`src/rtl/add_arbiter_pkg.sv`:
```
// rtl/add_arbiter_pkg.sv - shared width default and requester id constants
package add_arbiter_pkg;

  localparam int   DEF_WIDTH = 32;
  localparam logic ID_REQ0   = 1'b0;
  localparam logic ID_REQ1   = 1'b1;

endpackage

```
`src/rtl/add_arbiter_cba.sv`:
```
// rtl/add_arbiter_cba.sv - combinational carry-bypass adder, 4-bit bypass blocks
module add_arbiter_cba #(
  parameter int WIDTH = 32
) (
  input  logic [WIDTH-1:0] a,
  input  logic [WIDTH-1:0] b,
  input  logic             cin,
  output logic [WIDTH-1:0] sum,
  output logic             cout
);

  localparam int BLK = 4;

  logic c;
  logic cb;
  logic cr;
  logic pall;
  logic p;

  // Each block ripples internally; when every bit propagates, the block's
  // carry-in bypasses straight to its carry-out.
  always_comb begin
    sum  = '0;
    c    = cin;
    cb   = 1'b0;
    cr   = 1'b0;
    pall = 1'b0;
    p    = 1'b0;
    for (int blk = 0; blk < WIDTH / BLK; blk++) begin
      cb   = c;
      cr   = c;
      pall = 1'b1;
      for (int j = 0; j < BLK; j++) begin
        p                  = a[blk*BLK+j] ^ b[blk*BLK+j];
        sum[blk*BLK+j]     = p ^ cr;
        cr                 = (a[blk*BLK+j] & b[blk*BLK+j]) | (p & cr);
        pall               = pall & p;
      end
      c = pall ? cb : cr;
    end
    cout = c;
  end

endmodule

```
`src/rtl/add_arbiter.sv`:
```
// rtl/add_arbiter.sv - two-requester round-robin arbiter sharing one adder, registered result
module add_arbiter
  import add_arbiter_pkg::*;
#(
  parameter int WIDTH = DEF_WIDTH
) (
  input  logic             clk,
  input  logic             rst,
  input  logic             req0_valid,
  output logic             req0_ready,
  input  logic [WIDTH-1:0] req0_a,
  input  logic [WIDTH-1:0] req0_b,
  input  logic             req0_cin,
  input  logic             req1_valid,
  output logic             req1_ready,
  input  logic [WIDTH-1:0] req1_a,
  input  logic [WIDTH-1:0] req1_b,
  input  logic             req1_cin,
  output logic             res_valid,
  input  logic             res_ready,
  output logic [WIDTH-1:0] res_sum,
  output logic             res_cout,
  output logic             res_of,
  output logic             res_id
);

  logic             last_grant;
  logic             accept_en;
  logic             grant0;
  logic             grant1;
  logic             accept;
  logic [WIDTH-1:0] op_a;
  logic [WIDTH-1:0] op_b;
  logic             op_cin;
  logic [WIDTH-1:0] sum;
  logic             cout;
  logic             of;

  assign accept_en = !res_valid | res_ready;

  // On contention the requester that did not win last time goes next.
  assign grant0 = req0_valid & (!req1_valid | last_grant);
  assign grant1 = req1_valid & (!req0_valid | !last_grant);

  // Readies are forced low while reset is held so nothing looks accepted.
  assign req0_ready = accept_en & grant0 & !rst;
  assign req1_ready = accept_en & grant1 & !rst;
  assign accept     = req0_ready | req1_ready;

  assign op_a   = grant1 ? req1_a   : req0_a;
  assign op_b   = grant1 ? req1_b   : req0_b;
  assign op_cin = grant1 ? req1_cin : req0_cin;

  add_arbiter_cba #(.WIDTH(WIDTH)) u_cba (
    .a    (op_a),
    .b    (op_b),
    .cin  (op_cin),
    .sum  (sum),
    .cout (cout)
  );

  assign of = (op_a[WIDTH-1] == op_b[WIDTH-1]) & (sum[WIDTH-1] != op_a[WIDTH-1]);

  always_ff @(posedge clk or posedge rst) begin
    if (rst) begin
      res_valid  <= 1'b0;
      res_sum    <= '0;
      res_cout   <= 1'b0;
      res_of     <= 1'b0;
      res_id     <= ID_REQ0;
      last_grant <= ID_REQ1;
    end else if (accept) begin
      res_valid  <= 1'b1;
      res_sum    <= sum;
      res_cout   <= cout;
      res_of     <= of;
      res_id     <= grant1 ? ID_REQ1 : ID_REQ0;
      last_grant <= grant1 ? ID_REQ1 : ID_REQ0;
    end else if (res_ready) begin
      res_valid  <= 1'b0;
    end
  end

endmodule

```
`config.mk`:
```
export PLATFORM = sky130hd
export DESIGN_NAME = add_arbiter
export DESIGN_NICKNAME = d
export VERILOG_FILES = /design/src/rtl/add_arbiter_pkg.sv /design/src/rtl/add_arbiter_cba.sv /design/src/rtl/add_arbiter.sv
export SDC_FILE = /design/constraint.sdc
export NUM_CORES = 1
export LEC_CHECK = 0
export BUFFER_PORTS_ARGS = -buffer_cell sky130_fd_sc_hd__buf_2
export CORE_MARGIN = 3
export CORE_UTILIZATION = 43
export DETAILED_ROUTE_END_ITERATION = 8
export GPL_ROUTABILITY_DRIVEN = 0
export GPL_TIMING_DRIVEN = 0
export PLACE_DENSITY_LB_ADDON = 0.12
export SLEW_MARGIN = 5
export SYNTH_ARGS = -nofsm -noshare
export SYNTH_HDL_FRONTEND = slang
export SYNTH_HIERARCHICAL = 1
export SYNTH_SLANG_ARGS = --single-unit
```
`constraint.sdc`:
```
create_clock -name clk -period 14.6 [get_ports clk]
set_input_delay 0 -clock clk [delete_from_list [all_inputs] [get_ports clk]]
set_output_delay 0 -clock clk [all_outputs]
set_load 0.02 [all_outputs]
```
==> flow_summary.json, run 1 <==
{
  "outcome": "finished with violations",
  "violated_checks": "setup timing",
  "setup_repair_after_global_routing_missed_its_margin": "true",
  "initial_utilization": 0.455,
  "clock_period_minus_final_worst_setup_slack_ns": 14.88,
  "clock_path_buffers": 2,
  "fillerInstances": 654,
  "static-leakage-power_uw": 0.00256,
  "syn-mean-instance-area_um2": 13.3,
  "maximum_capacitance_violations": 0,
  "ir_worst_vdd_mv": 0.0494,
  "number_of_global_route_vias_before_repair": 3227,
  "routed-via-count": 2924,
  "post-synth-top-area-fraction": 0.250,
  "drc": 0,
  "finalNonFillerCells": 602,
  "dieArea_um2": 9530,
  "synth_fp_nets": 470,
  "critical_path_required_ns": 14.79,
  "grt_max_degree": 27,
  "num-nets-final": 698,
  "synth_warnings": 6,
  "htreeDepth": 2,
  "crit_top_cell": "fa_2",
  "synth_common_cells": "mux2_2 (66), dfrtp_1 (36), fa_1 (32), ha_1 (32), mux2_1 (23)",
  "holdWs_ns": 0.0310,
  "core_area_um2": 7930,
  "postSynthRegisterBits": 37,
  "final_min_period_over_clock_period": 1.02,
  "number_of_i_o_pins": 173,
  "grt_overflow": 0,
  "cp.arrival_ns": 15.07,
  "max_slew_headroom": 0.549,
  "detailedPlacementHpwl_um": 7220,
  "synthFlopType": "dfrtp_1",
  "finalSetupViolations": 1,
  "capturing_element_type_of_the_critical_path": "flop",
  "place.detailed.instances": 546,
  "insertion_delay_ns": 0.29,
  "sum_neg_setup_slack_ns": -0.277,
  "max_freq_mhz": 67.2,
  "first_pass_grt_wire_length_um": 15200,
  "min_path_type": "input pin to flop",
  "drt_wl_cell_um": 15.5,
  "clk_transition_reported_paths_ns": 0.08,
  "synth_cell_type_count": 36,
  "route.final.wire_length_um": 9340,
  "grt_antenna_before_repair": 0,
  "synthArstFlopShare": 1.00,
  "synthesis.instances": 271,
  "globalRoute.busiestLayer": "met2",
  "root_buffer": "clkbuf_8",
  "antenna_left": 0,
  "finalMaxSlewViolations": 0,
  "finish.instance_area_um2": 5240,
  "drive_gt1_frac": 0.736,
  "dieWidth_um": 97.6,
  "worst_path_max_delay_cell": "dfstp_2",
  "powerDensity_nw_per_um2": 123,
  "critPathLaunchType": "flop",
  "post_synth_main_area_contributors": "dfrtp_1 (25%), mux2_2 (21%), fa_1 (18%)",
  "worst-setup-path-type": "flop to flop",
  "highest_cell_delay_on_the_worst_timing_path_ns": 0.56,
  "clock_sinks": 37,
  "drt_pass1_iterations": 6,
  "row_count": 32,
  "global_route.usage.total": 0.199,
  "postPlaceCellArea_um2": 4680,
  "die_h_um": 97.6,
  "tritoncts.num_buffers": 5,
  "cts_tree": "yes",
  "biggest_area_consumer_among_synthesized_cells": "dfrtp_1",
  "power.total_uw": 642,
  "report.final.hold_viol_count": 0,
  "critical_path.max_fanout": 4,
  "port_buffers": 172,
  "clock-skew-final_ns": 0.00728,
  "groute.layer.met1.usage": 0.243,
  "antenna_cells_inserted": 0,
  "most_repeated_cell_in_the_gate_level_netlist_after_synthesis": "mux2_2",
  "synth_enable_flop_cells": 0,
  "post_synth_instance_area_um2": 3610,
  "global_route.usage.met3": 0.0495,
  "slew_of_the_pin_with_the_lowest_slew_margin_ns": 0.677,
  "globalRouteMet2Util": 0.350,
  "via_density_per_instance": 4.86,
  "drt_first_iter_violations": 51,
  "synth_to_final_area_change_pct": 45.2,
  "synth_sequential_area_ratio": 0.257,
  "finalWorstSetupSlack_ns": -0.277
}
power by group:
group          internal, uW  switching, uW
Clock                  33.1           37.9
Combinational           202            192
Sequential              152           25.1
Total                   387            255
worst max-delay path, delay by kind of cell (launching register included):
| kind | cells | cell delay [ns] |
|---|---|---|
| AOI/OAI and AO/OA | 6 | 0.66 |
| adders and majority gates | 32 | 11.20 |
| buffers and inverters | 6 | 0.46 |
| DFF | 1 | 0.56 |
| muxes | 3 | 0.75 |
| and+or+nand+nor | 8 | 1.12 |
cells in the final DEF, fill, tap and decap left out, types with 4 or more instances in the layout:
cell type	n
buf_2	172
buf_4	46
buf_6	9
clkbuf_8	5
dfrtp_1	36
fa_2	31
ha_1	32
inv_1	6
inv_2	5
mux2_1	23
mux2_2	62
mux2_4	15
nand4_1	6
nor2_1	4
timing repair:
item                                    4_1_cts  5_1_grt
gates resized for setup                      20       17
hold endpoints to repair                     17        0
pin swaps                                     6        4
endpoints found under the setup margin        4        4
hold buffers                                  2        0
setup buffers                                41        6
logic make-up (layout without fill, tap and decap cells):
group / count (synthesis) / count (layout) / share of synthesized area
adder cells (fa/ha/maj): 64 / 64 / 0.288
AND/OR/NAND/NOR: 32 / 32 / 0.0558
flip-flops: 37 / 37 / 0.257
buffers and inverters: 22 / 251 / 0.0395
multiplexers: 101 / 101 / 0.326
AO/OA/AOI/OAI: 15 / 15 / 0.0333
stage by stage:
stage,setup WS [ns],util
final,-0.277,0.661
after global routing,-0.717,0.661
after CTS,-0.415,0.649
after detailed placement,-0.947,0.590
after global placement,-0.806,0.587
after floorplan,0.0372,-
area by class of cell:
| type | instances | area [um^2] | area share |
|---|---|---|---|
| sequential | 37 | 927 | 0.177 |
| inverter | 12 | 47.5 | 0.00907 |
| timing repair buffer | 221 | 1260 | 0.240 |
| tap | 102 | 128 | 0.0243 |
| clock buffer | 6 | 72.6 | 0.0138 |
| buffer | 10 | 105 | 0.0200 |
| clock inverter | 2 | 10.0 | 0.00191 |
| multi-input combinational | 212 | 2700 | 0.514 |
final timing paths:
path                        startpoint           to  slack (ns)  cells past startpoint
min in group asynchronous          rst       res_of        0.34                      3
max in group asynchronous          rst   last_grant       13.73                      4
hold / removal              req1_valid   last_grant        0.03                      3
hold reg to reg            res_sum[21]  res_sum[21]        0.48                      1
setup reg to reg            last_grant       res_of       -0.28                     55
setup / recovery            last_grant       res_of       -0.28                     55
flip-flops by register name, summed over array words and instances (netlist names):
register,count
res_id,1
last_grant,1
res_valid,1
res_cout,1
res_of,1
res_sum,32
layer usage:
layer,part of all wire,up-vias
met4,0.0057,0
met5,0,-
met1,0.40,1414
met3,0.067,4
li1,-,1407
met2,0.52,99
(Power assumes the default switching activity.)
==> run 2: changes to the inputs <==
--- a/config.mk
+++ b/config.mk
@@ -9,9 +9,9 @@
 export CORE_MARGIN = 3
 export CORE_UTILIZATION = 43
 export DETAILED_ROUTE_END_ITERATION = 8
-export GPL_ROUTABILITY_DRIVEN = 0
 export GPL_TIMING_DRIVEN = 0
 export PLACE_DENSITY_LB_ADDON = 0.12
+export SKIP_CTS_REPAIR_TIMING = 1
 export SLEW_MARGIN = 5
 export SYNTH_ARGS = -nofsm -noshare
 export SYNTH_HDL_FRONTEND = slang
==> flow_summary.json, run 2 (synthesis results as in run 1) <==
{
  "antenna_cells_inserted": 0,
  "place.detailed.instances": 546,
  "clk_transition_reported_paths_ns": 0.08,
  "die_h_um": 97.6,
  "cp.arrival_ns": 15.19,
  "finalWorstSetupSlack_ns": -0.396,
  "register_ranked_first_by_flip_flop_count": "res_sum",
  "port_buffers": 172,
  "max_slew_headroom": 0.579,
  "highest_cell_delay_on_the_worst_timing_path_ns": 0.57,
  "number_of_i_o_pins": 173,
  "critical_path.max_fanout": 7,
  "ir_worst_vdd_mv": 0.0497,
  "mostFrequentLayoutCell": "buf_2",
  "detailedPlacementHpwl_um": 7220,
  "drive_gt1_frac": 0.719,
  "gpl.final_weighted_congestion": 0.758,
  "global_route.usage.total": 0.186,
  "routed-via-count": 2825,
  "maximum_capacitance_violations": 0,
  "cp-startpoint": "last_grant",
  "grt_overflow": 0,
  "crit_top_cell": "fa_2",
  "drt_first_iter_violations": 41,
  "clock-skew-final_ns": 0.00685,
  "outcome": "finished with violations",
  "finalNonFillerCells": 575,
  "max_freq_mhz": 66.7,
  "clock_sinks": 37,
  "first_pass_grt_wire_length_um": 14300,
  "postPlaceCellArea_um2": 4680,
  "commonest_cells_after_routing_fill_and_taps_aside": "buf_2 (172), mux2_2 (61), dfrtp_1 (36)",
  "route.final.wire_length_um": 8940,
  "num-nets-final": 671,
  "clock_period_minus_final_worst_setup_slack_ns": 15.00,
  "grt_max_degree": 27,
  "tritoncts.num_buffers": 5,
  "violated_checks": "setup timing",
  "r2r.worst_path.cells": 55,
  "worst_hold_path.num_cells": 3,
  "row_count": 32,
  "htreeDepth": 2,
  "critPathLaunchType": "flop",
  "finalMaxSlewViolations": 0,
  "antenna_left": 0,
  "clock_path_buffers": 2,
  "worst_path_max_delay_cell": "dfstp_2",
  "via_density_per_instance": 4.91,
  "drt_pass1_iterations": 4,
  "drc": 0,
  "insertion_delay_ns": 0.29,
  "static-leakage-power_uw": 0.00243,
  "setup_repair_after_global_routing_missed_its_margin": "true",
  "dieArea_um2": 9530,
  "grt_antenna_before_repair": 0,
  "finalSetupViolations": 1,
  "cts_tree": "yes",
  "worstReg2RegStart": "last_grant",
  "report.final.hold_viol_count": 0,
  "drt_wl_cell_um": 15.5,
  "largest_register_ffs": 32,
  "dieWidth_um": 97.6,
  "final_min_period_over_clock_period": 1.03,
  "root_buffer": "clkbuf_8",
  "slew_of_the_pin_with_the_lowest_slew_margin_ns": 0.632,
  "initial_utilization": 0.455,
  "hold_path.startpoint": "req1_valid",
  "power.total_uw": 609,
  "powerDensity_nw_per_um2": 121,
  "dpl_worst_slack_ns": -0.947,
  "min_path_type": "input pin to flop",
  "number_of_global_route_vias_before_repair": 2991,
  "capturing_element_type_of_the_critical_path": "flop",
  "critical_path_required_ns": 14.80,
  "finish.instance_area_um2": 5030,
  "worst-setup-path-type": "flop to flop",
  "synth_to_final_area_change_pct": 39.4,
  "core_area_um2": 7930
}
## run 2: per-stage QoR
step           TNS, ns   util  hold WS [ns]
3_5_place_dp     -1.67  0.590        0.0647
2_1_floorplan        0      -        0.0851
3_3_place_gp     -1.23  0.587         0.264
4_1_cts          -1.97  0.600        -0.248
5_1_grt          -1.35  0.635        0.0432
6_report        -0.396  0.635        0.0414
## run 2: final cells by class
type,instances,area [um^2]
clock buffers,6,72.6
well taps,102,128
plain buffers,10,109
repair buffers,194,1040
inverters,12,47.5
flip-flops and latches,37,927
multi-input cells,212,2690
clock inverters,2,10.0
fillers,666,2900
## run 2: critical path, delay by kind of cell (launching register included)
family	cells	cell delay, ns
adder cells (fa/ha/maj)	32	11.29
AND/OR/NAND/NOR	8	1.10
AO/OA/AOI/OAI	6	0.67
buffers and inverters	6	0.46
multiplexers	3	0.76
flip-flops	1	0.57
## run 2: power by group
| group | total [uW] | switching, uW | internal [uW] | leakage (uW) |
|---|---|---|---|---|
| Clock | 71.0 | 37.8 | 33.1 | 0.0000450 |
| Sequential | 177 | 25.3 | 152 | 0.000433 |
| Combinational | 361 | 184 | 177 | 0.00195 |
## run 2: routing by layer
metal / vias to the layer above / global-route usage / share of wire
met5: - / 0 / 0
met4: 0 / 0.0447 / 0.0068
met3: 5 / 0.0481 / 0.068
met2: 99 / 0.318 / 0.51
met1: 1371 / 0.235 / 0.42
li1: 1350 / - / -
## run 2: path summary, 6_finish.rpt
path,to,slack [ns]
hold reg to reg,res_sum[21],0.48
min in group asynchronous,res_of,0.33
setup / recovery,res_of,-0.40
max in group asynchronous,last_grant,13.74
hold / removal,last_grant,0.04
setup reg to reg,res_of,-0.40
==> run 3: changes to the inputs <==
--- a/config.mk
+++ b/config.mk
@@ -11,8 +11,8 @@
 export DETAILED_ROUTE_END_ITERATION = 8
 export GPL_TIMING_DRIVEN = 0
 export PLACE_DENSITY_LB_ADDON = 0.12
+export REMOVE_ABC_BUFFERS = 1
 export SKIP_CTS_REPAIR_TIMING = 1
-export SLEW_MARGIN = 5
 export SYNTH_ARGS = -nofsm -noshare
 export SYNTH_HDL_FRONTEND = slang
 export SYNTH_HIERARCHICAL = 1
==> flow_summary.json, run 3 (synthesis results as in run 1) <==
{
  "p_sw_frac": 0.405,
  "utilization": 0.633,
  "route.final.wire_length_um": 8590,
  "clock_period_minus_final_worst_setup_slack_ns": 14.95,
  "global_route.usage.total": 0.172,
  "tritoncts.num_buffers": 5,
  "worst-setup-path-type": "flop to flop",
  "grt_max_degree": 30,
  "core_area_um2": 7930,
  "cell_internal_pwr_uw": 360,
  "grt_overflow": 0,
  "clock_path_buffers": 2,
  "critical_path_required_ns": 14.80,
  "drt_first_iter_violations": 50,
  "fillerInstances": 690,
  "drt_pass1_iterations": 4,
  "power.combinational.fraction": 0.592,
  "register_ranked_first_by_flip_flop_count": "res_sum",
  "dpl_worst_slack_ns": -2.52,
  "finalSetupViolations": 1,
  "drive_gt1_frac": 0.718,
  "cp.arrival_ns": 15.15,
  "worst_hold_path.num_cells": 2,
  "critPathLaunchType": "flop",
  "worst_path_max_delay_cell": "dfstp_2",
  "r2r.worst_path.cells": 55,
  "clock-skew-final_ns": 0.0106,
  "drc": 0,
  "powerDensity_nw_per_um2": 121,
  "via_density_per_instance": 4.93,
  "commonest_cells_after_routing_fill_and_taps_aside": "buf_2 (172), mux2_2 (61), dfrtp_1 (36)",
  "largest_register_ffs": 32,
  "dieArea_um2": 9530,
  "highest_cell_delay_on_the_worst_timing_path_ns": 0.59,
  "p_clk_frac": 0.118,
  "num-nets-final": 663,
  "dieWidth_um": 97.6,
  "violated_checks": "setup timing",
  "htreeDepth": 2,
  "cts_tree": "yes",
  "outcome": "finished with violations",
  "routed-via-count": 2796,
  "die_h_um": 97.6,
  "number_of_i_o_pins": 173,
  "mostFrequentLayoutCell": "buf_2",
  "antenna_left": 0,
  "setup_repair_after_global_routing_missed_its_margin": "true",
  "synth_to_final_area_change_pct": 39.1,
  "min_path_type": "input pin to flop",
  "slew_of_the_pin_with_the_lowest_slew_margin_ns": 0.717,
  "power.net_switching_uw": 245,
  "critical_path.max_fanout": 8,
  "first_pass_grt_wire_length_um": 13500,
  "row_count": 32,
  "final_min_period_over_clock_period": 1.02,
  "max_slew_headroom": 0.519,
  "crit_top_cell": "fa_2",
  "drt_wl_cell_um": 15.2,
  "static-leakage-power_uw": 0.00240,
  "grt_antenna_before_repair": 0,
  "max_freq_mhz": 66.9,
  "power.share.sequential": 0.290,
  "root_buffer": "clkbuf_8",
  "report.final.hold_viol_count": 0,
  "clock_sinks": 37,
  "initial_utilization": 0.455,
  "finalWorstSetupSlack_ns": -0.350,
  "insertion_delay_ns": 0.28,
  "ir_worst_vdd_mv": 0.0649,
  "finalMaxSlewViolations": 0,
  "holdWs_ns": 0.0316,
  "antenna_cells_inserted": 0,
  "clk_transition_reported_paths_ns": 0.08,
  "detailedPlacementHpwl_um": 6870,
  "capturing_element_type_of_the_critical_path": "flop",
  "port_buffers": 172,
  "maximum_capacitance_violations": 0,
  "gpl.final_weighted_congestion": 0.723,
  "number_of_global_route_vias_before_repair": 2906
}
==> run 3: cell count changes in the layout (fill, tap and decap cells not counted), moves of 2 or more <==
| cell | previous run | this run |
|---|---|---|
| buf_4 | 22 | 16 |
| buf_6 | 5 | 1 |
| buf_16 | 0 | 2 |
| inv_2 | 5 | 7 |
==> run 3: metal layers <==
| metal | up-vias | share of wire | global-route usage |
|---|---|---|---|
| met5 | - | 0 | 0 |
| met4 | 0 | 0.0036 | 0.0256 |
| met3 | 2 | 0.056 | 0.0388 |
| met2 | 86 | 0.53 | 0.315 |
| met1 | 1366 | 0.41 | 0.211 |
| li1 | 1342 | - | - |
==> run 3: final cells by class <==
type                    instances  area (um^2)  share of cell area
clock inverters                 1         5.00            0.000997
flip-flops and latches         37          927               0.185
multi-input cells             213         2720               0.542
well taps                     102          128              0.0254
inverters                      12         45.0             0.00897
clock buffers                   7         76.3              0.0152
repair buffers                195         1120               0.223
==> run 3: final timing paths <==
path                              from          end  slack [ns]
max in group asynchronous          rst   last_grant       13.77
min in group asynchronous          rst  res_sum[31]        0.30
hold / removal              req0_valid   last_grant        0.03
setup / recovery            last_grant       res_of       -0.35
hold reg to reg            res_sum[14]  res_sum[14]        0.49
setup reg to reg            last_grant       res_of       -0.35
==> run 3: power groups by stage <==
stage / sequential, uW / combinational [uW] / clock, uW
final: 176 / 358 / 71.5
after global routing: 184 / 396 / 79.0
after CTS: 176 / 330 / 74.9
after detailed placement: 178 / 328 / 0
after global placement: 176 / 317 / 0
after floorplan: 238 / 153 / 0
==> run 3: metrics by stage <==
| step | setup TNS, ns | cell area, um^2 | total power, uW | cells |
|---|---|---|---|---|
| floorplan | -6.01 | 3510 | 391 | 261 |
| global placement | -14.96 | 4500 | 493 | 535 |
| detailed placement | -9.88 | 4620 | 506 | 540 |
| CTS | -10.64 | 4700 | 581 | 548 |
| global route | -1.40 | 5020 | 659 | 567 |
| finish | -0.350 | 5020 | 605 | 567 |
==> run 3: worst max-delay path, delay by kind of cell, from the launching register on <==
kind,cells,cell delay (ns)
compound gates,6,0.64
flops,1,0.59
mux,3,0.75
fa+ha+maj,32,11.21
buf+inv,6,0.50
simple gates,8,1.17
